$ cat config.mk
export PLATFORM = sky130hd
export DESIGN_NAME = not16_bist
export DESIGN_NICKNAME = d
export VERILOG_FILES = /design/src/rtl/not16_bist_pkg.sv /design/src/rtl/not16_bist_thermo_step.sv /design/src/rtl/not_16.sv /design/src/rtl/not16_bist.sv
export SDC_FILE = /design/constraint.sdc
export NUM_CORES = 1
export LEC_CHECK = 0
export BUFFER_PORTS_ARGS = -buffer_cell sky130_fd_sc_hd__buf_4
export CORE_UTILIZATION = 41
export CTS_BUF_LIST = sky130_fd_sc_hd__clkbuf_8
export DETAILED_ROUTE_END_ITERATION = 10
export GPL_TIMING_DRIVEN = 0
export SLEW_MARGIN = 20
export SYNTH_ARGS = -nofsm -noshare
export SYNTH_HDL_FRONTEND = slang
export SYNTH_HIERARCHICAL = 1
export SYNTH_SLANG_ARGS = --single-unit
$ cat constraint.sdc
create_clock -name clk -period 2.8 [get_ports clk]
set_input_delay 0.56 -clock clk [delete_from_list [all_inputs] [get_ports clk]]
set_output_delay 0.56 -clock clk [all_outputs]
set_load 0.03 [all_outputs]
$ cat src/rtl/not16_bist_pkg.sv
// Shared definitions for the 16-bit inverter built-in self test.
package not16_bist_pkg;

    localparam int unsigned WIDTH       = 16;
    localparam int unsigned NUM_VECTORS = 17;
    localparam logic [4:0]  NO_FAIL_IDX = 5'd31;
    localparam logic [4:0]  LAST_IDX    = 5'(NUM_VECTORS - 1);

    typedef enum logic [1:0] {
        StIdle,
        StSettle,
        StCheck,
        StDone
    } state_e;

endpackage

$ cat src/rtl/not16_bist_thermo_step.sv
// Thermometer-code step: shifts in one more set bit from the LSB.
module thermo_step_16
    import not16_bist_pkg::*;
(
    input  logic [WIDTH-1:0] in_vec,
    output logic [WIDTH-1:0] out_vec
);

    assign out_vec = {in_vec[WIDTH-2:0], 1'b1};

endmodule

$ cat src/rtl/not_16.sv
// Existing 16-bit inverter gate, reused as the golden reference.
module not_16
    import not16_bist_pkg::*;
(
    input  logic [WIDTH-1:0] a,
    output logic [WIDTH-1:0] y
);

    assign y = ~a;

endmodule

$ cat src/rtl/not16_bist.sv
// BIST controller: walks 17 thermometer vectors through an external 16-bit
// inverter and records the mismatch count plus the first failing vector.
module not16_bist
    import not16_bist_pkg::*;
#(
    parameter int unsigned SETTLE_CYCLES = 1
) (
    input  logic             clk,
    input  logic             rst_n,
    input  logic             start,
    output logic [WIDTH-1:0] dut_in,
    input  logic [WIDTH-1:0] dut_out,
    output logic             busy,
    output logic             done,
    output logic             pass,
    output logic [4:0]       fail_count,
    output logic [4:0]       first_fail_idx,
    output logic [WIDTH-1:0] first_fail_data
);

    localparam logic [3:0] SettleLoad = 4'(SETTLE_CYCLES);

    state_e           state_q, state_d;
    logic [4:0]       idx_q, idx_d;
    logic [3:0]       cnt_q, cnt_d;
    logic [WIDTH-1:0] dut_in_d;
    logic             done_d;
    logic [4:0]       fail_count_d, first_fail_idx_d;
    logic [WIDTH-1:0] first_fail_data_d;

    logic [WIDTH-1:0] next_vec;
    logic [WIDTH-1:0] golden;
    logic             mismatch;

    thermo_step_16 u_step (
        .in_vec  (dut_in),
        .out_vec (next_vec)
    );

    not_16 u_ref (
        .a (dut_in),
        .y (golden)
    );

    assign mismatch = (dut_out != golden);

    always_comb begin
        state_d           = state_q;
        idx_d             = idx_q;
        cnt_d             = cnt_q;
        dut_in_d          = dut_in;
        done_d            = done;
        fail_count_d      = fail_count;
        first_fail_idx_d  = first_fail_idx;
        first_fail_data_d = first_fail_data;

        case (state_q)
            StIdle, StDone: begin
                if (start) begin
                    dut_in_d          = '0;
                    idx_d             = 5'd0;
                    cnt_d             = SettleLoad;
                    fail_count_d      = 5'd0;
                    first_fail_idx_d  = NO_FAIL_IDX;
                    first_fail_data_d = '0;
                    done_d            = 1'b0;
                    state_d           = StSettle;
                end
            end
            StSettle: begin
                // The loading edge counts as the first settle cycle.
                if (cnt_q <= 4'd1) begin
                    state_d = StCheck;
                end else begin
                    cnt_d = cnt_q - 4'd1;
                end
            end
            StCheck: begin
                if (mismatch) begin
                    fail_count_d = fail_count + 5'd1;
                    if (fail_count == 5'd0) begin
                        first_fail_idx_d  = idx_q;
                        first_fail_data_d = dut_out;
                    end
                end
                if (idx_q == LAST_IDX) begin
                    done_d  = 1'b1;
                    state_d = StDone;
                end else begin
                    idx_d    = idx_q + 5'd1;
                    dut_in_d = next_vec;
                    cnt_d    = SettleLoad;
                    state_d  = StSettle;
                end
            end
            default: state_d = StIdle;
        endcase
    end

    always_ff @(posedge clk or negedge rst_n) begin
        if (!rst_n) begin
            state_q         <= StIdle;
            idx_q           <= 5'd0;
            cnt_q           <= 4'd0;
            dut_in          <= '0;
            done            <= 1'b0;
            fail_count      <= 5'd0;
            first_fail_idx  <= NO_FAIL_IDX;
            first_fail_data <= '0;
        end else begin
            state_q         <= state_d;
            idx_q           <= idx_d;
            cnt_q           <= cnt_d;
            dut_in          <= dut_in_d;
            done            <= done_d;
            fail_count      <= fail_count_d;
            first_fail_idx  <= first_fail_idx_d;
            first_fail_data <= first_fail_data_d;
        end
    end

    assign busy = (state_q == StSettle) || (state_q == StCheck);
    assign pass = done && (fail_count == 5'd0);

endmodule

; ---- Yosys cells after proc, flatten, opt, wreduce, memory -nomap -nowiden
; Index checks and enable logic that the tools add are counted.
[word_totals]
wordCells = 63
ff_bits = 54
out_inout_bits = 45
inputBits = 19
[op_classes]
magnitude_cmp = 1
bitwise = 1
mux = 26
eq_ne = 12
n_reduce_logical = 12
n_addsub = 3
[ops]
columns = operator, n
row1 = 16-bit 2-to-1 mux, 4
row2 = 16-bit case mux with 2 select lines, 2
row3 = 5-bit 2-to-1 mux, 6
row4 = 5-bit case mux with 2 select lines, 3
row5 = 16-bit inequality test, 1
row6 = 16-bit inverter, 1
row7 = "2-bit inequality test, second input constant", 7
row8 = 4-bit 2-to-1 mux, 3
row9 = 4-bit case mux with 3 select lines, 1
row10 = 3-bit AND reduction, 4
row11 = "5-bit by 1-bit adder with 5-bit output, second input constant", 2
row12 = 2-bit 2-to-1 mux, 3
row13 = 2-bit case mux with 3 select lines, 1
row14 = "5-bit equality test, second input constant", 1
row15 = 5-bit zero test, 1
row16 = "2-bit equality test, second input constant", 2
row17 = "4-bit by 1-bit less-or-equal comparator with 1-bit output, second input constant", 1
row18 = 4-bit AND reduction, 1
row19 = "4-bit by 1-bit subtractor with 4-bit output, second input constant", 1
row20 = "2-bit by 1-bit equality test with 1-bit output, second input constant", 1
row21 = 2-bit zero test, 1
row22 = 1-bit 2-to-1 mux, 2
row23 = 1-bit case mux with 2 select lines, 1
row24 = 2-bit AND reduction, 1
row25 = other kinds (4), 4

; ---- Longest topological paths before layout
[logic_depth]
ltp_word = 4
mapped_depth = 9
ltp_nobuf = 7

; ---- Cells and area by module
; The synthesis kept the hierarchy.
[by_module_without_submodules]
columns = module, area_each_um2, cells_per_inst, seq_area_each_um2, n_inst
row1 = not16_bist, 3204.3, 367, 1357.6, 1
row2 = thermo_step_16, 123.9, 17, 0.0, 1
row3 = not_16, 60.1, 16, 0.0, 1

; ---- Worst setup path before layout
; No wires, ideal clock.
[synth_path]
path_type = register to output
startpoint = register fail_count[0]
endpoint = output port pass
t_required_ns = 2.240
path_slack_ns = 0.323
t_arrival_ns = 1.917
path_stages_with_launch = 7
n_path_buf = 2
cell_sequence = dfrtp_1 inv_1 ha_1 or4b_1 clkbuf_1 clkbuf_1 nor2_1
[synth_between]
elab_chain_len = 2
[synth_rtl]
columns = item, line
row1 = from (decl), not16_bist.sv:16  ; output logic [4:0] fail_count,
row2 = from (signal assigned), not16_bist.sv:116  ; fail_count <= fail_count_d;
row3 = 5-bit zero test, not16_bist.sv:123  ; assign pass = done && (fail_count == 5'd0);
row4 = 1-bit logical AND, not16_bist.sv:123
row5 = to (decl), not16_bist.sv:15  ; output logic pass,
; No other way between the ends.

; ---- Worst setup path in the final report
; Ends and elaborated chain as after synthesis.

==> impl_summary.log <==
[metrics] nature of the critical path startpoint: flip-flop
[metrics] clock latency of the later-clocked register in the worst-skew pair: 0.31 ns
[metrics] n_diodes: 0
[metrics] number of remaining DRC errors: 0
[metrics] Row Count: 32
[metrics] complex-gate fraction of the synthesized area: 18.35%
[metrics] Power per Cell Area: 814.9 nW/um^2
[metrics] shortest period the worst path allows: 2.679 ns
[metrics] final layout net count: 496
[metrics] synthesis warning total: 6
[metrics] fraction of the mapped netlist area in simple logic gates: 21.82%
[metrics] unique cell type count in the Yosys netlist: 48
[metrics] effective utilization at floorplan: 43.18%
[metrics] vias in the first global route: 2949
[metrics] portion of the clock cycle consumed by the worst path in the final layout: 95.69%
[metrics] Hold/Removal Path Class: input port to async pin
[metrics] post-CTS setup repair buffer count: 0
[metrics] via density per instance: 5.490
[metrics] status: finished clean
[metrics] Worst IR Drop VDD: 347.4 uV
[metrics] number of cells upsized or downsized after cts: 0
[metrics] first-pass GRT wire length: 15330 um
[metrics] most used flip-flop cell after synthesis: sky130_fd_sc_hd__dfrtp_1
[metrics] combinational family with the most area after synthesis: simple AND/OR/NAND/NOR gates
[metrics] part of the Yosys area used for sequential elements: 40.07%
[metrics] Cells after Synth: 400
[metrics] number of filler cells placed in the layout: 807
[metrics] Synth area leader: sky130_fd_sc_hd__dfrtp_1
[metrics] unrepaired setup endpoints after global routing: no
[metrics] Worst Path Arrival: 2.12 ns
[metrics] count of endpoints failing setup in the final report: 0
[metrics] Netlist Area Pre-Place: 3388 sq um
[metrics] leading post-synthesis cells by cell area: sky130_fd_sc_hd__dfrtp_1 36%, sky130_fd_sc_hd__nand3_1 6.6%, sky130_fd_sc_hd__nand2_1 5.1%
[metrics] flop and latch count out of synthesis: 54
[metrics] cell depth of the worst flop-to-flop path: 7
[metrics] number of nets still failing antenna checks after routing: 0
[metrics] die boundary height: 92.91 um
[metrics] total via count after detailed routing: 3135
[metrics] share of cell area taken by muxes after synthesis: 0.8863%
[metrics] most instantiated cells after synthesis: 49 x sky130_fd_sc_hd__dfrtp_1, 46 x sky130_fd_sc_hd__nand2_1, 45 x sky130_fd_sc_hd__nand3_1, 35 x sky130_fd_sc_hd__inv_1, 30 x sky130_fd_sc_hd__o21ai_0
[metrics] dominant cell by count in the synthesized netlist: sky130_fd_sc_hd__dfrtp_1
[metrics] final sum of negative setup slack: 0 ns
[metrics] fraction of synthesized cell area taken by the top area cell type: 36.19%
[metrics] routability congestion estimate: 0.8501
[metrics] element type at the critical path end: primary output
[metrics] minimum setup slack among reg-to-reg paths: 0.34 ns
[metrics] CTS tree: yes
[metrics] post-layout worst setup margin: 0.1207 ns
[metrics] Max-cap violations: 0
[metrics] synthesized-area fraction occupied by adder cells: 3.323%
[metrics] wire length per cell: 16.53 um
[metrics] biggest fanout along the worst timing path: 15
[metrics] cell chosen for the clock root: sky130_fd_sc_hd__clkbuf_8
[metrics] post-layout instance area: 4088 sq um
[metrics] Max-slew headroom: 50.72%
[metrics] buffer depth of the longest clock path: 2
[metrics] xor and xnor area share after synthesis: 4.394%
[metrics] detailed placer's ending HPWL: 6848 um
[metrics] Post-Route WL: 9441 um
[metrics] critical path class: flip-flop to primary output
[metrics] violation count after the first detailed-routing iteration: 145
[metrics] clock-pin slew on the worst setup and hold paths: 0.10 ns
[metrics] area added between synthesis and finish: 20.64%
[metrics] count of clock tree sinks: 54
[metrics] core area: 7848 sq um
[metrics] number of input and output port buffers inserted: 63
[metrics] fraction of layout instances using a drive strength above 1: 22.60%
[metrics] count of flip-flops with a built-in enable after synthesis: 0
[metrics] Fmax achieved: 373.2 MHz
[metrics] initial antenna violation count: 0
[metrics] number of top-level pins: 64
[metrics] Leakage Power: 0.001882 uW
[metrics] final hold viol count: 0
[metrics] net count after synthesis: 428
[metrics] final-layout worst hold slack: 0.3121 ns
[metrics] die footprint: 8631 sq um
[metrics] Tot GR Track Use: 22.72%
[metrics] worst slack, placed: 0.1721 ns
[metrics] post-layout total power: 3331 uW
[metrics] width of the die: 92.91 um
[metrics] number of max-slew violations in the final report: 0
[metrics] Critical Path RT: 2.24 ns
[metrics] share of async-settable or async-resettable flops after synthesis: 100.0%
[metrics] level count of the clock H-tree: 2
[metrics] mean cell area of the mapped netlist: 8.471 sq um
[metrics] Least-Margin Pin Slew: 0.7392 ns
[metrics] pin count of the biggest net entering global routing: 55
[metrics] overflow left after global routing: 0
[metrics] Setup Skew: 0.006134 ns
[metrics] number of buffers added to fix hold violations after cts: 0
[metrics] number of optimization iterations in the first detailed-route pass: 4
[metrics] instance area at placement: 3989 sq um
[metrics] number of buffers inserted during clock tree synthesis: 5
## layer usage
metal,GRT usage (%),up-vias,wire length [um]
li1,-,1526,-
met1,32.23,1513,4517
met2,36.34,84,4393
met3,2.791,12,390
met4,6.282,0,140
met5,0,-,0
## critical path, stage by stage (launching register included)
cell and delay [ns]:
sky130_fd_sc_hd__dfrtp_1 0.43, sky130_fd_sc_hd__inv_1 0.10, sky130_fd_sc_hd__ha_1 0.14, sky130_fd_sc_hd__or4b_1 0.74, sky130_fd_sc_hd__nor2_1 0.22, sky130_fd_sc_hd__buf_4 0.18
## metrics by stage
stage | utilization, % | std cells
3_5_place_dp | 50.83 | 565
5_1_grt | 52.09 | 571
6_report | 52.09 | 571
2_1_floorplan | - | 400
4_1_cts | 52.18 | 573
3_3_place_gp | 50.83 | 565
## sequential cells by signal (all words and copies together), names as in the netlist
| register | flops |
|---|---|
| first_fail_idx | 5 |
| fail_count | 5 |
| dut_in | 16 |
| state_q | 2 |
| done | 1 |
| idx_q | 5 |
| cnt_q | 4 |
| first_fail_data | 16 |
## path summary, 6_finish.rpt
| kind | startpoint | end |
|---|---|---|
| min | rst_n | fail_count[2]$_DFFE_PN0P_ |
| max | fail_count[0]$_DFFE_PN0P_ | pass |
| max in group asynchronous | rst_n | dut_in[2]$_DFFE_PN0P_ |
| max reg2reg | state_q[0]$_DFFE_PN0P_ | idx_q[1]$_DFFE_PN0P_ |
| min reg2reg | idx_q[0]$_DFFE_PN0P_ | idx_q[0]$_DFFE_PN0P_ |
| min in group clk | idx_q[0]$_DFFE_PN0P_ | idx_q[0]$_DFFE_PN0P_ |
## cells by family after synthesis
family	after synthesis
and+or+nand+nor	142
AOI/OAI and AO/OA	95
buffers and inverters	79
DFF	54
xor gates and xnor gates	17
adders and majority gates	9
muxes	3
other	1
## area by class of cell
cell class | instances | area [sq um] | area share [%]
repair buffers | 63 | 473.0 | 11.57
multi-input cells | 267 | 1657 | 40.53
clock inverters | 3 | 37.54 | 0.9183
clock buffers | 5 | 68.82 | 1.684
well taps | 102 | 127.6 | 3.122
flip-flops and latches | 54 | 1358 | 33.21
plain buffers | 42 | 235.2 | 5.755
inverters | 35 | 131.4 | 3.214
## power by group
part           internal, uW  switching [uW]
sequential              962             154
clock                   261             268
combinational           509            1180
## placed cells by master, fill, tap and decap left out, drive strengths merged, types with 2 or more instances in the layout
cell / n
mux2i: 3
a31oi: 2
a21o: 2
o221ai: 2
nand3: 45
dfrtp: 49
o21ai: 30
a41oi: 4
dfstp: 5
inv: 37
o31ai: 2
or4: 4
ha: 9
nand4b: 2
and3: 19
or2: 2
a31o: 4
buf: 88
nor4: 5
xnor2: 9
o22ai: 2
a21oi: 18
nand2: 47
nand2b: 2
nand4: 3
clkbuf: 22
a22o: 7
a221oi: 2
o211ai: 17
nor2: 6
xor2: 8
Note: power is estimated with default switching activity, not from simulation.
